--- src/rtl/traffic_sequencer_if.sv ---
// Signal bundle between the traffic sequencer, its input synchronisers,
// the time-parameter store and the lamp drivers.
interface traffic_sequencer_if;
  logic       one_hz_en;
  logic       sensor_sync;
  logic       walk_req_sync;
  logic       prog_sync;
  logic [3:0] value;
  logic [1:0] interval;
  logic [2:0] main_lights;
  logic [2:0] side_lights;
  logic       walk_lamp;
  logic [3:0] countdown;

  modport master (
    output one_hz_en, sensor_sync, walk_req_sync, prog_sync, value,
    input  interval, main_lights, side_lights, walk_lamp, countdown
  );

  modport slave (
    input  one_hz_en, sensor_sync, walk_req_sync, prog_sync, value,
    output interval, main_lights, side_lights, walk_lamp, countdown
  );
endinterface

--- src/rtl/traffic_sequencer.sv ---
// Main/side intersection controller: selects a store interval, waits out the
// store lookup, counts the captured seconds down and steps the light phases.
module traffic_sequencer #(
  parameter logic [1:0]  INT_BASE  = 2'b00,
  parameter logic [1:0]  INT_EXT   = 2'b01,
  parameter logic [1:0]  INT_YEL   = 2'b10,
  parameter int unsigned LOAD_WAIT = 2
) (
  input  logic                clock,
  input  logic                reset_n,
  traffic_sequencer_if.slave  bus
);

  localparam int unsigned LCNT_W    = (LOAD_WAIT > 1) ? $clog2(LOAD_WAIT) : 1;
  localparam logic [LCNT_W-1:0] LOAD_LAST = LCNT_W'(LOAD_WAIT - 1);

  localparam logic [2:0] LAMP_RED = 3'b100;
  localparam logic [2:0] LAMP_YEL = 3'b010;
  localparam logic [2:0] LAMP_GRN = 3'b001;

  typedef enum logic [2:0] {
    MG_BASE = 3'd0,
    MG_EXT  = 3'd1,
    MG_YEL  = 3'd2,
    WALK    = 3'd3,
    SG_BASE = 3'd4,
    SG_EXT  = 3'd5,
    SG_YEL  = 3'd6
  } phase_e;

  phase_e            state_q, state_d, expiry_next;
  logic              loading_q, loading_d;
  logic [LCNT_W-1:0] lcnt_q, lcnt_d;
  logic [3:0]        timer_q, timer_d;
  logic              walk_pend_q, walk_pend_d;
  logic [1:0]        interval_q, interval_d;
  logic [2:0]        main_q, main_d;
  logic [2:0]        side_q, side_d;
  logic              walk_lamp_q, walk_lamp_d;

  // Phase that follows the current one when its timer runs out.
  always_comb begin
    expiry_next = MG_BASE;
    case (state_q)
      MG_BASE: expiry_next = bus.sensor_sync ? MG_YEL : MG_EXT;
      MG_EXT:  expiry_next = MG_YEL;
      MG_YEL:  expiry_next = walk_pend_q ? WALK : SG_BASE;
      WALK:    expiry_next = SG_BASE;
      SG_BASE: expiry_next = bus.sensor_sync ? SG_EXT : SG_YEL;
      SG_EXT:  expiry_next = SG_YEL;
      SG_YEL:  expiry_next = MG_BASE;
      default: expiry_next = MG_BASE;
    endcase
  end

  // Next state, load sub-phase, timer, walk latch and registered lamp values.
  always_comb begin
    state_d     = state_q;
    loading_d   = loading_q;
    lcnt_d      = lcnt_q;
    timer_d     = timer_q;
    walk_pend_d = walk_pend_q | bus.walk_req_sync;
    main_d      = LAMP_RED;
    side_d      = LAMP_RED;
    walk_lamp_d = 1'b0;
    interval_d  = INT_BASE;

    if (bus.prog_sync) begin
      state_d   = MG_BASE;
      loading_d = 1'b1;
      lcnt_d    = '0;
      timer_d   = 4'd0;
    end else if (loading_q) begin
      if (lcnt_q == LOAD_LAST) begin
        loading_d = 1'b0;
        lcnt_d    = '0;
        timer_d   = (bus.value == 4'd0) ? 4'd1 : bus.value;
      end else begin
        lcnt_d = lcnt_q + LCNT_W'(1);
      end
    end else if (bus.one_hz_en) begin
      if (timer_q == 4'd1) begin
        state_d   = expiry_next;
        loading_d = 1'b1;
        lcnt_d    = '0;
        timer_d   = 4'd0;
        // A request on the WALK entry cycle carries over to the next round.
        if (expiry_next == WALK) walk_pend_d = bus.walk_req_sync;
      end else begin
        timer_d = timer_q - 4'd1;
      end
    end

    if (!bus.prog_sync) begin
      case (state_d)
        MG_BASE, MG_EXT: begin main_d = LAMP_GRN; interval_d = (state_d == MG_EXT) ? INT_EXT : INT_BASE; end
        MG_YEL:          begin main_d = LAMP_YEL; interval_d = INT_YEL; end
        WALK:            begin walk_lamp_d = 1'b1; interval_d = INT_EXT; end
        SG_BASE, SG_EXT: begin side_d = LAMP_GRN; interval_d = (state_d == SG_EXT) ? INT_EXT : INT_BASE; end
        SG_YEL:          begin side_d = LAMP_YEL; interval_d = INT_YEL; end
        default:         begin main_d = LAMP_GRN; end
      endcase
    end
  end

  always_ff @(posedge clock or negedge reset_n) begin
    if (!reset_n) begin
      state_q     <= MG_BASE;
      loading_q   <= 1'b1;
      lcnt_q      <= '0;
      timer_q     <= 4'd0;
      walk_pend_q <= 1'b0;
      interval_q  <= INT_BASE;
      main_q      <= LAMP_GRN;
      side_q      <= LAMP_RED;
      walk_lamp_q <= 1'b0;
    end else begin
      state_q     <= state_d;
      loading_q   <= loading_d;
      lcnt_q      <= lcnt_d;
      timer_q     <= timer_d;
      walk_pend_q <= walk_pend_d;
      interval_q  <= interval_d;
      main_q      <= main_d;
      side_q      <= side_d;
      walk_lamp_q <= walk_lamp_d;
    end
  end

  assign bus.interval    = interval_q;
  assign bus.main_lights = main_q;
  assign bus.side_lights = side_q;
  assign bus.walk_lamp   = walk_lamp_q;
  assign bus.countdown   = timer_q;

endmodule
--- src/flat_wrapper.sv ---
// flat-port wrapper written by rule: the top's interface ports become plain ports
module traffic_sequencer_flat 
#(
  parameter logic [1:0]  INT_BASE  = 2'b00,
  parameter logic [1:0]  INT_EXT   = 2'b01,
  parameter logic [1:0]  INT_YEL   = 2'b10,
  parameter int unsigned LOAD_WAIT = 2
)
  (clock, reset_n, bus_one_hz_en, bus_sensor_sync, bus_walk_req_sync, bus_prog_sync, bus_value, bus_interval, bus_main_lights, bus_side_lights, bus_walk_lamp, bus_countdown);
  traffic_sequencer_if bus_i ();
  input  logic clock;
  input  logic reset_n;
  input wire logic [$bits(bus_i.one_hz_en)-1:0] bus_one_hz_en;
  input wire logic [$bits(bus_i.sensor_sync)-1:0] bus_sensor_sync;
  input wire logic [$bits(bus_i.walk_req_sync)-1:0] bus_walk_req_sync;
  input wire logic [$bits(bus_i.prog_sync)-1:0] bus_prog_sync;
  input wire logic [$bits(bus_i.value)-1:0] bus_value;
  output wire logic [$bits(bus_i.interval)-1:0] bus_interval;
  output wire logic [$bits(bus_i.main_lights)-1:0] bus_main_lights;
  output wire logic [$bits(bus_i.side_lights)-1:0] bus_side_lights;
  output wire logic [$bits(bus_i.walk_lamp)-1:0] bus_walk_lamp;
  output wire logic [$bits(bus_i.countdown)-1:0] bus_countdown;
  assign bus_i.one_hz_en = bus_one_hz_en;
  assign bus_i.sensor_sync = bus_sensor_sync;
  assign bus_i.walk_req_sync = bus_walk_req_sync;
  assign bus_i.prog_sync = bus_prog_sync;
  assign bus_i.value = bus_value;
  assign bus_interval = bus_i.interval;
  assign bus_main_lights = bus_i.main_lights;
  assign bus_side_lights = bus_i.side_lights;
  assign bus_walk_lamp = bus_i.walk_lamp;
  assign bus_countdown = bus_i.countdown;
  traffic_sequencer #(.INT_BASE(INT_BASE), .INT_EXT(INT_EXT), .INT_YEL(INT_YEL), .LOAD_WAIT(LOAD_WAIT)) u_core (.clock(clock), .reset_n(reset_n), .bus(bus_i));
endmodule
--- config.mk ---
export PLATFORM = sky130hd
export DESIGN_NAME = traffic_sequencer_flat
export DESIGN_NICKNAME = d
export VERILOG_FILES = /design/src/rtl/traffic_sequencer_if.sv /design/src/rtl/traffic_sequencer.sv /design/src/flat_wrapper.sv
export SDC_FILE = /design/constraint.sdc
export NUM_CORES = 1
export LEC_CHECK = 0
export BUFFER_PORTS_ARGS = -buffer_cell sky130_fd_sc_hd__buf_2
export CORE_UTILIZATION = 51
export CTS_BUF_LIST = sky130_fd_sc_hd__clkbuf_8 sky130_fd_sc_hd__clkbuf_16
export DETAILED_ROUTE_END_ITERATION = 10
export PLACE_DENSITY = 0.76
export SYNTH_ARGS = -nofsm -noshare
export SYNTH_HDL_FRONTEND = slang
export SYNTH_SLANG_ARGS = --single-unit
--- constraint.sdc ---
create_clock -name clock -period 2.6 [get_ports clock]
set_input_delay 0.52 -clock clock [delete_from_list [all_inputs] [get_ports clock]]
set_output_delay 0.52 -clock clock [all_outputs]
set_load 0.02 [all_outputs]
==> impl_metrics.csv <==
group,metric,value,unit
drt,via_per_inst,5.06,
clock_tree,cts_tree,"built",
place,hpwl,1.27,mm
drt,routedWlPerCell,11.9,microns
synthesis,synth_edf_count,0,
clock_tree,numCtsBuffers,3,
finish,design_area,0.00116,sq mm
floorplanning,die_y,45.9,microns
critical_path,ff2ff_path_depth,7,
global_route,grt_pass1_vias,658,
clock_tree,cts_setup_buffers,0,
clock_tree,insertion_delay,250,ps
synthesis,ys_seq_elements,19,
finish,drive_gt1_frac,0.303,
global_route,grt_max_degree,20,
floorplanning,initial_core_util,0.557,
clock_tree,htreeDepth,1,
sta,max-slew-margin-rel,0.643,
critical_path,cp-end-kind,"register",
sta,fin_ws,439,ps
synthesis,seq_area_frac_synth,0.487,
place,dp.cells,143,
place,dpl_worst_slack,443,ps
global_route,antenna_found_initial,0,
sta,finalCritPeriodShare,0.831,
place,place_area,0.00111,sq mm
place,port_buffers,22,
place,place.gp.congestion,0.816,
finish,finalNetCount,135,
clock_tree,cts.path.max_buffers,2,
finish,final_cells,147,
clock_tree,clkSlewWorstSetupHoldPaths,70,ps
critical_path,cp_max_fo,6,
sta,setup_viol,0,
global_route,grt_first_pass_wirelength,2.99,mm
critical_path,crit_buf_inv,1,
power,vdd_drop_max,414,uV
finish,antennaDiodeCount,0,
critical_path,cp_slowest_cell,"dfrtp_1",
finish,final_cell_mix,"22 x buf_2, 16 x dfrtp_1, 11 x nor2_1, 9 x a21oi_1",
synthesis,synthFlopType,"dfrtp_1",
global_route,grt-ovfl-total,0,
power,powerDensity,556,mW/mm^2
synthesis,async_flop_share,1.00,
synthesis,syn_area,983,sq um
critical_path,critPathArrivalTime,2290,ps
synthesis,ys_types,37,
global_route,grt_use_total,0.203,
drt,ant_nets,0,
sta,worst_pin_slew,536,ps
sta,post-route-min-period,2160,ps
drt,finalWirelength,1.74,mm
synthesis,yosys.area.top_type_share,0.407,
critical_path,critPathLaunchType,"register",
clock_tree,cts-resized-gates,0,
drt,drtPass1Iterations,3,
critical_path,critPathTopFamily,"simple AND/OR/NAND/NOR gates",
floorplanning,num_io_pins,23,
sta,finalSetupTns,0,ps
sta,fmax,0.463,GHz
critical_path,crit_chain,"inv_1 > ha_1 > nor3b_2 > nand3_1 > mux2_4 > and3_4 > or3b_1",
drt,drc,0,
critical_path,path_depth,7,
synthesis,yosys-top-cells-area,"dfrtp_1 41%, dfstp_2 8.0%, a21oi_1 4.6%",
floorplanning,num_rows,15,
drt,vias,744,
flow_run,max_cap_violations,0,
sta,slew_viol_final,0,
finish,area_growth,17.8,%
clock_tree,postCtsHoldBufs,0,
finish,utilization,0.657,
drt,drtIter0Drc,20,
floorplanning,core_region_area,0.00176,sq mm
finish,final_common_cell,"buf_2",
synthesis,syn_area_per_cell,9.93,sq um
synthesis,yosys_warnings,0,
min_path,hold_path.class,"in2async",
synthesis,yosys.area.top_type,"dfrtp_1",
sta,finClkSkew,3.56,ps
sta,rsz0062_at_grt,"no",
critical_path,crit_type,"reg2reg",
clock_tree,root_buffer,"clkbuf_8",
floorplanning,fp.dieW,45.9,microns
critical_path,worstPathRequired,2730,ps
synthesis,synth_cells,99,
power,p_leak,0.582,nW
floorplanning,fp.dieArea,0.00211,sq mm
sta,final_hold_viol_count,0,
critical_path,critical-path-max-stage-delay,400,ps
synthesis,syn-num-nets,111,
clock_tree,cts_sinks,19,
outcome,status,"finished, final reports clean",
sequential cells by signal, indices dropped and copies added (netlist names):
| name | flops |
|---|---|
| u_core.walk_pend_q | 1 |
| u_core.lcnt_q | 1 |
| u_core.loading_q | 1 |
| u_core.bus.interval | 2 |
| u_core.bus.side_lights | 3 |
| u_core.bus.walk_lamp | 1 |
| u_core.state_q | 3 |
| u_core.bus.countdown | 4 |
| u_core.bus.main_lights | 3 |
Yosys cell counts (2+ instances only):
| library cell | count |
|---|---|
| a211o_1 | 2 |
| a21boi_1 | 2 |
| a21o_1 | 2 |
| a21oi_1 | 9 |
| clkbuf_1 | 3 |
| dfrtp_1 | 16 |
| dfstp_2 | 3 |
| ha_1 | 2 |
| inv_1 | 7 |
| nand2_1 | 8 |
| nand2b_1 | 3 |
| nand3_1 | 3 |
| nor2_1 | 11 |
| nor2b_1 | 2 |
| nor3_1 | 2 |
| o21ai_0 | 2 |
| or3_1 | 2 |
kinds of logic after synthesis:
family          synth area share
compound gates             0.181
simple gates               0.230
buf+inv                   0.0420
mux                       0.0254
xor+xnor                 0.00891
flops                      0.487
fa+ha+maj                 0.0254
layout make-up:
cell class	count	area, sq um
clock buffer	3	41.3
clock inverter	1	3.75
fill	161	606
inverter	8	30.0
multi-input combinational	69	463
sequential	19	479
tap	25	31.3
timing repair buffer	22	110
routing by layer:
| layer | share of wire | GRT usage |
|---|---|---|
| met2 | 0.45 | 0.299 |
| met5 | 0 | 0 |
| met3 | 0.037 | 0.0595 |
| met4 | 0.0069 | 0.0529 |
| met1 | 0.50 | 0.290 |
worst paths after layout:
path / startpoint / slack (ps) / to
setup reg to reg: u_core.bus.countdown[1]$_DFFE_PN0P_ / 440 / u_core.bus.main_lights[2]$_DFF_PN0_
setup / recovery: u_core.bus.countdown[1]$_DFFE_PN0P_ / 440 / u_core.bus.main_lights[2]$_DFF_PN0_
hold reg to reg: u_core.walk_pend_q$_DFF_PN0_ / 530 / u_core.walk_pend_q$_DFF_PN0_
min in group clock: bus_walk_req_sync / 450 / u_core.walk_pend_q$_DFF_PN0_
max in group asynchronous: reset_n / 2090 / u_core.loading_q$_DFF_PN1_
hold / removal: reset_n / 190 / u_core.bus.countdown[3]$_DFFE_PN0P_
stage by stage:
stage | power, W | hold slack, ps
after floorplan | 0.000419 | 224
after global placement | 0.000455 | 468
after detailed placement | 0.000457 | 472
after CTS | 0.000650 | 204
after global routing | 0.000685 | 225
final | 0.000644 | 188
where the power goes:
group | switching [W] | internal (W)
registers | 0.0000196 | 0.000312
clock network | 0.0000872 | 0.000105
logic | 0.0000701 | 0.0000509
worst reg2reg max path: stages (launching register included):
cell and delay (ps):
dfrtp_1 400, inv_1 80, ha_1 200, nor3b_2 350, nand3_1 160, mux2_4 360
and3_4 160, or3b_1 330
Power figures use the tool's default switching activity.
